[config.mk]
export PLATFORM = sky130hd
export DESIGN_NAME = led_array_arbiter
export DESIGN_NICKNAME = d
export VERILOG_FILES = /design/src/rtl/led_pkg.sv /design/src/rtl/rr_pick.sv /design/src/rtl/led_array_arbiter.sv
export SDC_FILE = /design/constraint.sdc
export NUM_CORES = 1
export LEC_CHECK = 0
export ABC_AREA = 1
export CELL_PAD_IN_SITES_DETAIL_PLACEMENT = 1
export CELL_PAD_IN_SITES_GLOBAL_PLACEMENT = 1
export CORE_MARGIN = 2
export CORE_UTILIZATION = 30
export CTS_CLUSTER_DIAMETER = 60
export DETAILED_ROUTE_END_ITERATION = 10
export PLACE_DENSITY = 0.86
export SYNTH_ARGS = -nofsm -noshare
export SYNTH_HDL_FRONTEND = slang
export SYNTH_SLANG_ARGS = --single-unit
[constraint.sdc]
create_clock -name clk -period 1.95 [get_ports clk]
set_clock_uncertainty 0.1 [all_clocks]
set_input_delay 0.39 -clock clk [delete_from_list [all_inputs] [get_ports clk]]
set_output_delay 0.39 -clock clk [all_outputs]
set_load 0.005 [all_outputs]
[src/rtl/led_pkg.sv]
// Shared arbiter state encoding and LED geometry.
package led_pkg;

    localparam int LED_W = 24;

    typedef enum logic {
        ST_IDLE  = 1'b0,
        ST_GRANT = 1'b1
    } arb_state_t;

endpackage

[src/rtl/rr_pick.sv]
// Round-robin search: first set bit of req_i at or after start_i, wrapping modulo N.
module rr_pick #(
    parameter int N = 3
) (
    input  logic [N-1:0] req_i,
    input  logic [1:0]   start_i,
    output logic         found_o,
    output logic [1:0]   idx_o
);

    // Scan from the farthest candidate back to start_i so the nearest one wins.
    always_comb begin
        int p;
        p       = 0;
        found_o = 1'b0;
        idx_o   = 2'd0;
        for (int k = N - 1; k >= 0; k--) begin
            p = (int'(start_i) + k) % N;
            if (req_i[p]) begin
                found_o = 1'b1;
                idx_o   = 2'(p);
            end else begin
                found_o = found_o;
            end
        end
    end

endmodule

[src/rtl/led_array_arbiter.sv]
// Time-sliced round-robin arbiter handing a 24-bit LED board to one of N_REQ requesters.
module led_array_arbiter
    import led_pkg::*;
#(
    parameter int               N_REQ        = 3,
    parameter int               SLICE_CYCLES = 12_000_000,
    parameter logic [LED_W-1:0] IDLE_PATTERN = 24'h000001
) (
    input  logic                   clk,
    input  logic                   reset,
    input  logic [N_REQ-1:0]       req,
    input  logic [LED_W*N_REQ-1:0] pattern,
    output logic [N_REQ-1:0]       gnt,
    output logic [1:0]             owner_id,
    output logic                   busy,
    output logic [LED_W-1:0]       ioboard_leds
);

    localparam int            CW      = $clog2(SLICE_CYCLES);
    localparam logic [CW-1:0] CNT_MAX = CW'(SLICE_CYCLES - 1);

    arb_state_t       state_q, state_d;
    logic [N_REQ-1:0] gnt_q, gnt_d;
    logic [1:0]       owner_q, owner_d;
    logic [1:0]       last_q, last_d;
    logic [CW-1:0]    cnt_q, cnt_d;
    logic             busy_q;
    logic [LED_W-1:0] leds_q, leds_d;

    logic [N_REQ-1:0] pick_vec_s;
    logic [N_REQ-1:0] pick_onehot_s;
    logic [1:0]       pick_start_s;
    logic [1:0]       pick_idx_s;
    logic             pick_found_s;
    logic             owner_req_s;

    // While granted, the owner's bit is masked so the search only sees other requesters;
    // the search starts one past the previous owner in every state.
    always_comb begin
        pick_start_s = last_q + 2'd1;
        if (state_q == ST_GRANT) begin
            pick_vec_s = req & ~gnt_q;
        end else begin
            pick_vec_s = req;
        end
        owner_req_s = |(req & gnt_q);
    end

    rr_pick #(
        .N(N_REQ)
    ) u_rr_pick (
        .req_i  (pick_vec_s),
        .start_i(pick_start_s),
        .found_o(pick_found_s),
        .idx_o  (pick_idx_s)
    );

    // Decode the picked index into the one-hot grant it would produce.
    always_comb begin
        pick_onehot_s = '0;
        for (int i = 0; i < N_REQ; i++) begin
            pick_onehot_s[i] = (pick_idx_s == 2'(i));
        end
    end

    // Next-state, grant and slice-counter logic.
    always_comb begin
        state_d = state_q;
        gnt_d   = gnt_q;
        owner_d = owner_q;
        last_d  = last_q;
        cnt_d   = cnt_q;
        case (state_q)
            ST_IDLE: begin
                if (pick_found_s) begin
                    state_d = ST_GRANT;
                    gnt_d   = pick_onehot_s;
                    owner_d = pick_idx_s;
                    last_d  = pick_idx_s;
                    cnt_d   = '0;
                end else begin
                    gnt_d   = '0;
                    owner_d = 2'd0;
                end
            end
            ST_GRANT: begin
                if (!owner_req_s || (cnt_q == CNT_MAX)) begin
                    if (pick_found_s) begin
                        gnt_d   = pick_onehot_s;
                        owner_d = pick_idx_s;
                        last_d  = pick_idx_s;
                        cnt_d   = '0;
                    end else if (!owner_req_s) begin
                        state_d = ST_IDLE;
                        gnt_d   = '0;
                        owner_d = 2'd0;
                        cnt_d   = '0;
                    end else begin
                        cnt_d   = CNT_MAX;
                    end
                end else begin
                    cnt_d = cnt_q + CW'(1);
                end
            end
            default: begin
                state_d = ST_IDLE;
                gnt_d   = '0;
                owner_d = 2'd0;
                cnt_d   = '0;
            end
        endcase
    end

    // LED drive follows the currently registered owner, one cycle behind the grant.
    always_comb begin
        if (state_q == ST_GRANT) begin
            leds_d = pattern[int'(owner_q)*LED_W +: LED_W];
        end else begin
            leds_d = IDLE_PATTERN;
        end
    end

    // State and output registers; reset seeds last_q so requester 0 is favoured first.
    always_ff @(posedge clk or posedge reset) begin
        if (reset) begin
            state_q <= ST_IDLE;
            gnt_q   <= '0;
            owner_q <= 2'd0;
            last_q  <= 2'(N_REQ - 1);
            cnt_q   <= '0;
            busy_q  <= 1'b0;
            leds_q  <= IDLE_PATTERN;
        end else begin
            state_q <= state_d;
            gnt_q   <= gnt_d;
            owner_q <= owner_d;
            last_q  <= last_d;
            cnt_q   <= cnt_d;
            busy_q  <= |gnt_d;
            leds_q  <= leds_d;
        end
    end

    assign gnt          = gnt_q;
    assign owner_id     = owner_q;
    assign busy         = busy_q;
    assign ioboard_leds = leds_q;

endmodule

==> results.json, run 1 <==
{
  "drtIter0Drc": 190,
  "yosysTopAreaCellShare_pct": 39.0,
  "grt_util_all_layers_pct": 20.8,
  "row_count": 39,
  "p_leak_nw": 2.46,
  "synth_xor_area_share_pct": 1.74,
  "mappedNetlistNets": 576,
  "synth_top_family_by_area": "simple AND/OR/NAND/NOR gates",
  "grt_antenna_before_repair": 0,
  "wire_per_inst_um": 16.7,
  "top_level_ports": 107,
  "rrSetupSlack_ns": -0.29,
  "drt-total-wl_um": 13100,
  "timing.setup.critical_path_class": "flop to flop",
  "timing.reg2reg.worst_path_depth": 12,
  "intPower_mw": 4.75,
  "period_needed_ns": 2.24,
  "library_cell_with_the_largest_summed_area_after_synthesis": "dfrtp_1",
  "crit_path_end_kind": "flop",
  "synth.area.top_cells": "dfrtp_1, nand2_1, nor2_1",
  "cts.clk_slew.worst_paths_ns": 0.05,
  "floorplan.initialDensity_pct": 30.8,
  "gp_congestion": 0.887,
  "ant_nets": 0,
  "fmaxAchievable_mhz": 447,
  "total_power_mw": 8.03,
  "total_core_area_mm2": 0.0115,
  "synthMuxAreaShare_pct": 0,
  "cts_inserted_buffers": 9,
  "maximum_capacitance_violations": 0,
  "setup_total_negative_slack_ns": -6.46,
  "syn-instance-count": 495,
  "placement.io_buffers": 106,
  "critPathMaxFanout": 8,
  "r2r-end": "cnt_q[7]$_DFFE_PP0P_",
  "first_pass_grt_wire_length_um": 21000,
  "yosys_warnings": 0,
  "hold_path.class": "primary input to asynchronous set/reset pin",
  "power_frac_seq_pct": 24.8,
  "p_clk_share_pct": 18.4,
  "power.share.switching_pct": 40.8,
  "design.final.nets": 717,
  "r2r_start": "last_q[1]$_DFFE_PP1P_",
  "fp.dieArea_mm2": 0.0127,
  "h-tree-depth": 3,
  "syn_area_per_cell_um2": 7.14,
  "pwr_density_cell_mw_per_mm2": 1470,
  "cp_data_arrival_time_ns": 2.39,
  "setup_repair_after_global_routing_missed_its_margin": "yes",
  "numClockSinks": 57,
  "grt_max_degree": 24,
  "final_hold_viol_count": 0,
  "synth_cell_type_count": 34,
  "dp.final_hpwl_um": 9680,
  "tritoncts": "built",
  "die_w_um": 113,
  "number_of_global_route_vias_before_repair": 4300,
  "dieHeight_um": 113,
  "synthAdderAreaFrac_pct": 1.42,
  "number_of_antenna_repair_diodes": 0,
  "register_bit_count_reported_by_yosys": 57,
  "root_buffer": "clkbuf_16",
  "worstMarginPinSlew_ns": 0.403,
  "layout.filler_cells": 1363,
  "clock_latency_ns": 0.33,
  "ctsHoldBuffers": 0,
  "drt-pass1-iter-count": 4,
  "final_max_slew_viol_count": 0,
  "drc": 0,
  "drive_gt1_share_pct": 19.3,
  "final-setup-viol-count": 33,
  "fin_util_pct": 47.7,
  "synthesis.area_mm2": 0.00353,
  "combPwrFrac_pct": 56.7,
  "worst_ep_required_time_ns": 2.10,
  "timing.hold.ws_ns": 0.261,
  "synthToLayoutAreaGrowth_pct": 54.8,
  "netSwitchingPower_mw": 3.28,
  "globalRouteOverflowTotal": 0,
  "drt-vias-per-instance": 5.03,
  "slew-limit-headroom_pct": 73.1,
  "worstSetupStartpoint": "last_q[1]$_DFFE_PP1P_",
  "post-route-worst-setup-slack_ns": -0.289,
  "post_place_worst_slack_ns": -0.235,
  "setup.worst_path.start_class": "flop",
  "cts_buffer_depth": 2,
  "synth_compound_area_share_pct": 14.0,
  "status": "finished with violations",
  "fin_crit_sh_pct": 115,
  "failing_checks": "negative setup slack",
  "irDropWorstVdd_v": 0.000494,
  "simple_gate_portion_of_the_synthesized_area_pct": 34.0,
  "synth_seq_area_share_pct": 40.4,
  "vias": 3942
}
[worst max path at each step]
stage               slack, ns                     to  cells after the start
detailed placement      -0.24  cnt_q[11]$_DFFE_PP0P_                     14
finish                  -0.29   cnt_q[7]$_DFFE_PP0P_                     12
floorplan               -0.02   cnt_q[5]$_DFFE_PP0P_                     13
global route            -0.39   cnt_q[7]$_DFFE_PP0P_                     13
CTS                     -0.20  cnt_q[11]$_DFFE_PP0P_                     13
global placement        -0.15  last_q[0]$_DFFE_PP0P_                     11
[state kept, by name (all words and copies together), names as in the netlist]
| register | flops |
|---|---|
| busy | 1 |
| cnt_q | 24 |
| gnt | 3 |
| ioboard_leds | 24 |
| last_q | 2 |
| owner_id | 2 |
| state_q | 1 |
[power by group through the flow]
stage | combinational, mW | clock, mW | sequential [mW]
after floorplan | 2.16 | 0 | 1.95
after global placement | 3.75 | 0 | 1.97
after detailed placement | 3.95 | 0 | 2.00
after CTS | 4.21 | 1.51 | 1.99
after global routing | 5.01 | 1.55 | 2.04
final | 4.55 | 1.48 | 1.99
[repair_timing]
action	in CTS	in global routing
pin swaps	0	7
endpoints found under the setup margin	33	33
resized for setup	19	13
setup buffers	4	3
cloned	1	2
[through the flow]
step / instances / cell area [um^2]
2_1_floorplan: 495 / 3550
3_3_place_gp: 759 / 5000
3_5_place_dp: 759 / 5000
4_1_cts: 779 / 5360
5_1_grt: 784 / 5470
6_report: 784 / 5470
[synthesized netlist by cell type (all sizes together)]
cell / count
dfrtp: 55
xor2: 7
dfstp: 2
nand3: 27
a21oi: 29
ha: 4
buf: 9
nor3: 7
o21ai: 49
nor2: 78
nand2: 159
o211ai: 1
o22ai: 3
inv: 49
nand4: 6
o21bai: 1
clkbuf: 9
[final cells by class]
cell class              count  area (um^2)  share of cell area (%)
multi-input cells         371         1880                    34.3
well taps                 143          179                    3.27
clock buffers              11          253                    4.62
inverters                  49          199                    3.64
repair buffers            147         1490                    27.2
clock inverters             5         30.0                   0.549
flip-flops and latches     57         1430                    26.1
repair inverters            1         11.3                   0.206
[logic make-up after synthesis]
| kind of cell | count (synthesis) |
|---|---|
| XOR/XNOR | 7 |
| adder cells (fa/ha/maj) | 4 |
| buffers and inverters | 67 |
| AO/OA/AOI/OAI | 83 |
| flip-flops | 57 |
| AND/OR/NAND/NOR | 277 |
[cells in the final DEF (no fill, tap or decap), types with 23 or more instances in the layout]
| cell | Yosys | layout |
|---|---|---|
| nand2_1 | 141 | 133 |
| clkdlybuf4s50_1 | 0 | 106 |
| nor2_1 | 74 | 74 |
| dfrtp_1 | 55 | 55 |
| inv_1 | 44 | 40 |
| o21ai_0 | 35 | 31 |
| buf_4 | 1 | 31 |
| a21oi_1 | 28 | 28 |
| nand2_2 | 17 | 23 |
| nand3_1 | 24 | 23 |
[per-layer routing]
| metal | vias to the layer above | routed length (um) | GRT usage, % |
|---|---|---|---|
| met1 | 1933 | 5060 | 22.6 |
| met2 | 128 | 6730 | 36.7 |
| met5 | - | 0 | 0 |
| met3 | 24 | 1070 | 8.10 |
| met4 | 0 | 235 | 7.72 |
| li1 | 1857 | - | - |
[critical path, cell delays in order (launching register included)]
cell and delay (ns):
dfstp_2 0.53, inv_2 0.05, ha_4 0.28, inv_4 0.04, nand2_4 0.06, nand2_4 0.06, buf_4 0.14, o21ai_2 0.14
nand2_2 0.12, o21ai_4 0.28, clkbuf_16 0.23, nand2_2 0.06, o21ai_2 0.06
(Power assumes the default switching activity.)
==> inputs of run 2 (changes only) <==
CTS_CLUSTER_SIZE = 30   (was unset)
==> results of run 2 <==
Final layout, timing and power as in run 1 (identical DEF).
==> inputs of run 3 (changes only) <==
CTS_BUF_LIST = sky130_fd_sc_hd__clkbuf_16   (was unset)
CTS_CLUSTER_SIZE = 24   (was 30)
==> run 3 against run 2 <==
  * The run still ends with negative setup slack left
  * Hold slack got worse by 0.0061 ns
  * Critical endpoint unchanged
  * Sequential cell count is the same
  * Core utilization decreased by 0.17 points
  * Total power is 0.84% lower
  * Register-to-register slack about the same
  * Cell area is 0.37% lower
  * Critical path depth is the same
  * Highest routed layer unchanged
==> results.json, run 3 (synthesis gave the netlist of run 1 again) <==
{
  "status": "finished with violations",
  "failing_checks": "negative setup slack",
  "hold_path.class": "primary input to asynchronous set/reset pin",
  "worst_ep_required_time_ns": 2.11,
  "worstSetupStartpoint": "last_q[1]$_DFFE_PP1P_",
  "rrSetupSlack_ns": -0.28,
  "number_of_global_route_vias_before_repair": 4324,
  "grt_max_degree": 24,
  "synthToLayoutAreaGrowth_pct": 54.2,
  "drtIter0Drc": 203,
  "vias": 3960,
  "setup.worst_path.start_class": "flop",
  "setup_repair_after_global_routing_missed_its_margin": "yes",
  "row_count": 39,
  "total_cell_area_at_the_placement_stage_mm2": 0.00500,
  "die_w_um": 113,
  "placement.io_buffers": 106,
  "p_leak_nw": 2.45,
  "dp.final_hpwl_um": 9680,
  "timing.hold.ws_ns": 0.255,
  "multiInputGateArea_mm2": 0.00188,
  "placedCellCount": 759,
  "cp_data_arrival_time_ns": 2.39,
  "post-route-worst-setup-slack_ns": -0.277,
  "drt-total-wl_um": 13200,
  "number_of_antenna_repair_diodes": 0,
  "drt-pass1-iter-count": 5,
  "dieHeight_um": 113,
  "h-tree-depth": 3,
  "post_place_worst_slack_ns": -0.235,
  "floorplan.initialDensity_pct": 30.8,
  "mostFrequentLayoutCell": "nand2_1",
  "timing.setup.critical_path_class": "flop to flop",
  "fin_crit_sh_pct": 114,
  "layout.cell_area.non_filler_mm2": 0.00545,
  "worstMarginPinSlew_ns": 0.379,
  "endpoint": "cnt_q[7]$_DFFE_PP0P_",
  "maximum_capacitance_violations": 0,
  "tritoncts": "built",
  "layout.cells.most_common_list": "nand2_1, clkdlybuf4s50_1, nor2_1",
  "irDropWorstVdd_v": 0.000493,
  "drive_gt1_share_pct": 19.0,
  "r2r-end": "cnt_q[7]$_DFFE_PP0P_",
  "grt_util_all_layers_pct": 20.8,
  "top_level_ports": 107,
  "cp.buffers_inverters": 4,
  "design.final.nets": 717,
  "numClockSinks": 57,
  "fmaxAchievable_mhz": 449,
  "total_core_area_mm2": 0.0115,
  "crit_path_end_kind": "flop",
  "layout.filler_cells": 1359,
  "total_power_mw": 7.96,
  "drt-vias-per-instance": 5.05,
  "clock_latency_ns": 0.33,
  "gp_congestion": 0.887,
  "r2r_start": "last_q[1]$_DFFE_PP1P_",
  "sequential_cell_area_mm2": 0.00143,
  "fin_util_pct": 47.5,
  "first_pass_grt_wire_length_um": 21000,
  "root_buffer": "clkbuf_16",
  "cp_num_cells": 12,
  "period_needed_ns": 2.23,
  "cts_buffer_depth": 2,
  "pwr_density_cell_mw_per_mm2": 1460,
  "timing.reg2reg.worst_path_depth": 12,
  "cpLargestDelayFamily": "flip-flops",
  "final-setup-viol-count": 33,
  "slew-limit-headroom_pct": 74.7,
  "drc": 0,
  "timing.critical_path.slowest_stage_cell": "dfstp_2",
  "stdcell_count": 784,
  "wire_per_inst_um": 16.9,
  "final_hold_viol_count": 0,
  "cts_inserted_buffers": 9,
  "ant_nets": 0,
  "grt_antenna_before_repair": 0,
  "final_max_slew_viol_count": 0,
  "fp.dieArea_mm2": 0.0127,
  "globalRouteOverflowTotal": 0,
  "critPathMaxFanout": 8,
  "crit_chain": "inv_2 -> ha_4 -> inv_4 -> nand2_4 -> nand2_4 -> buf_4 -> o21ai_2 -> nand2_2 -> o21ai_4 -> clkbuf_16 -> nand2_2 -> o21ai_2",
  "cts.clk_slew.worst_paths_ns": 0.05,
  "setup_total_negative_slack_ns": -6.45,
  "cpPeakStageDelay_ns": 0.53
}
[run 3: changes by cell type in the layout (fill, tap and decap cells not counted), sizes merged]
| cell | before | now |
|---|---|---|
| clkinv | 3 | 5 |
| clkbuf | 13 | 11 |
[run 3: worst min-delay path by stage]
stage / to / depth (start not counted)
after detailed placement: last_q[1]$_DFFE_PP1P_ / 2
after global placement: cnt_q[22]$_DFFE_PP0P_ / 2
after floorplan: cnt_q[22]$_DFFE_PP0P_ / 2
after CTS: ioboard_leds[21]$_DFF_PP0_ / 2
after global routing: ioboard_leds[21]$_DFF_PP0_ / 2
final: ioboard_leds[2]$_DFF_PP0_ / 2
[run 3: cell type report]
cell class              count  area share (%)
inverters                  49            3.65
flip-flops and latches     57            26.2
repair buffers            147            27.3
multi-input cells         371            34.5
repair inverters            1           0.207
clock buffers               9            4.13
well taps                 143            3.28
clock inverters             7           0.689
[run 3: timing repair]
item | in CTS | in global routing
resized for setup | 19 | 13
gates cloned | 1 | 2
buffers inserted | 4 | 3
pin swaps | 0 | 7
hold buffers | 0 | 0
endpoints found under the setup margin | 33 | 33
[run 3: report_power, final]
part           total, mW  switching, mW  internal [mW]
Clock               1.40          0.564          0.841
Sequential          2.00          0.331           1.67
Combinational       4.56           2.39           2.16
[run 3: worst register-to-register path, delay by kind of cell (launching register included)]
family	cells	cell delay [ns]
buffers and inverters	4	0.46
AND/OR/NAND/NOR	4	0.31
flip-flops	1	0.53
AO/OA/AOI/OAI	3	0.48
adder cells (fa/ha/maj)	1	0.28
[run 3: routing by layer]
metal | vias up | wire, um | track usage (%)
met5 | - | 0 | 0
met2 | 146 | 6750 | 37.1
met3 | 21 | 1130 | 8.10
met1 | 1937 | 5100 | 22.2
li1 | 1856 | - | -
met4 | 0 | 248 | 7.80
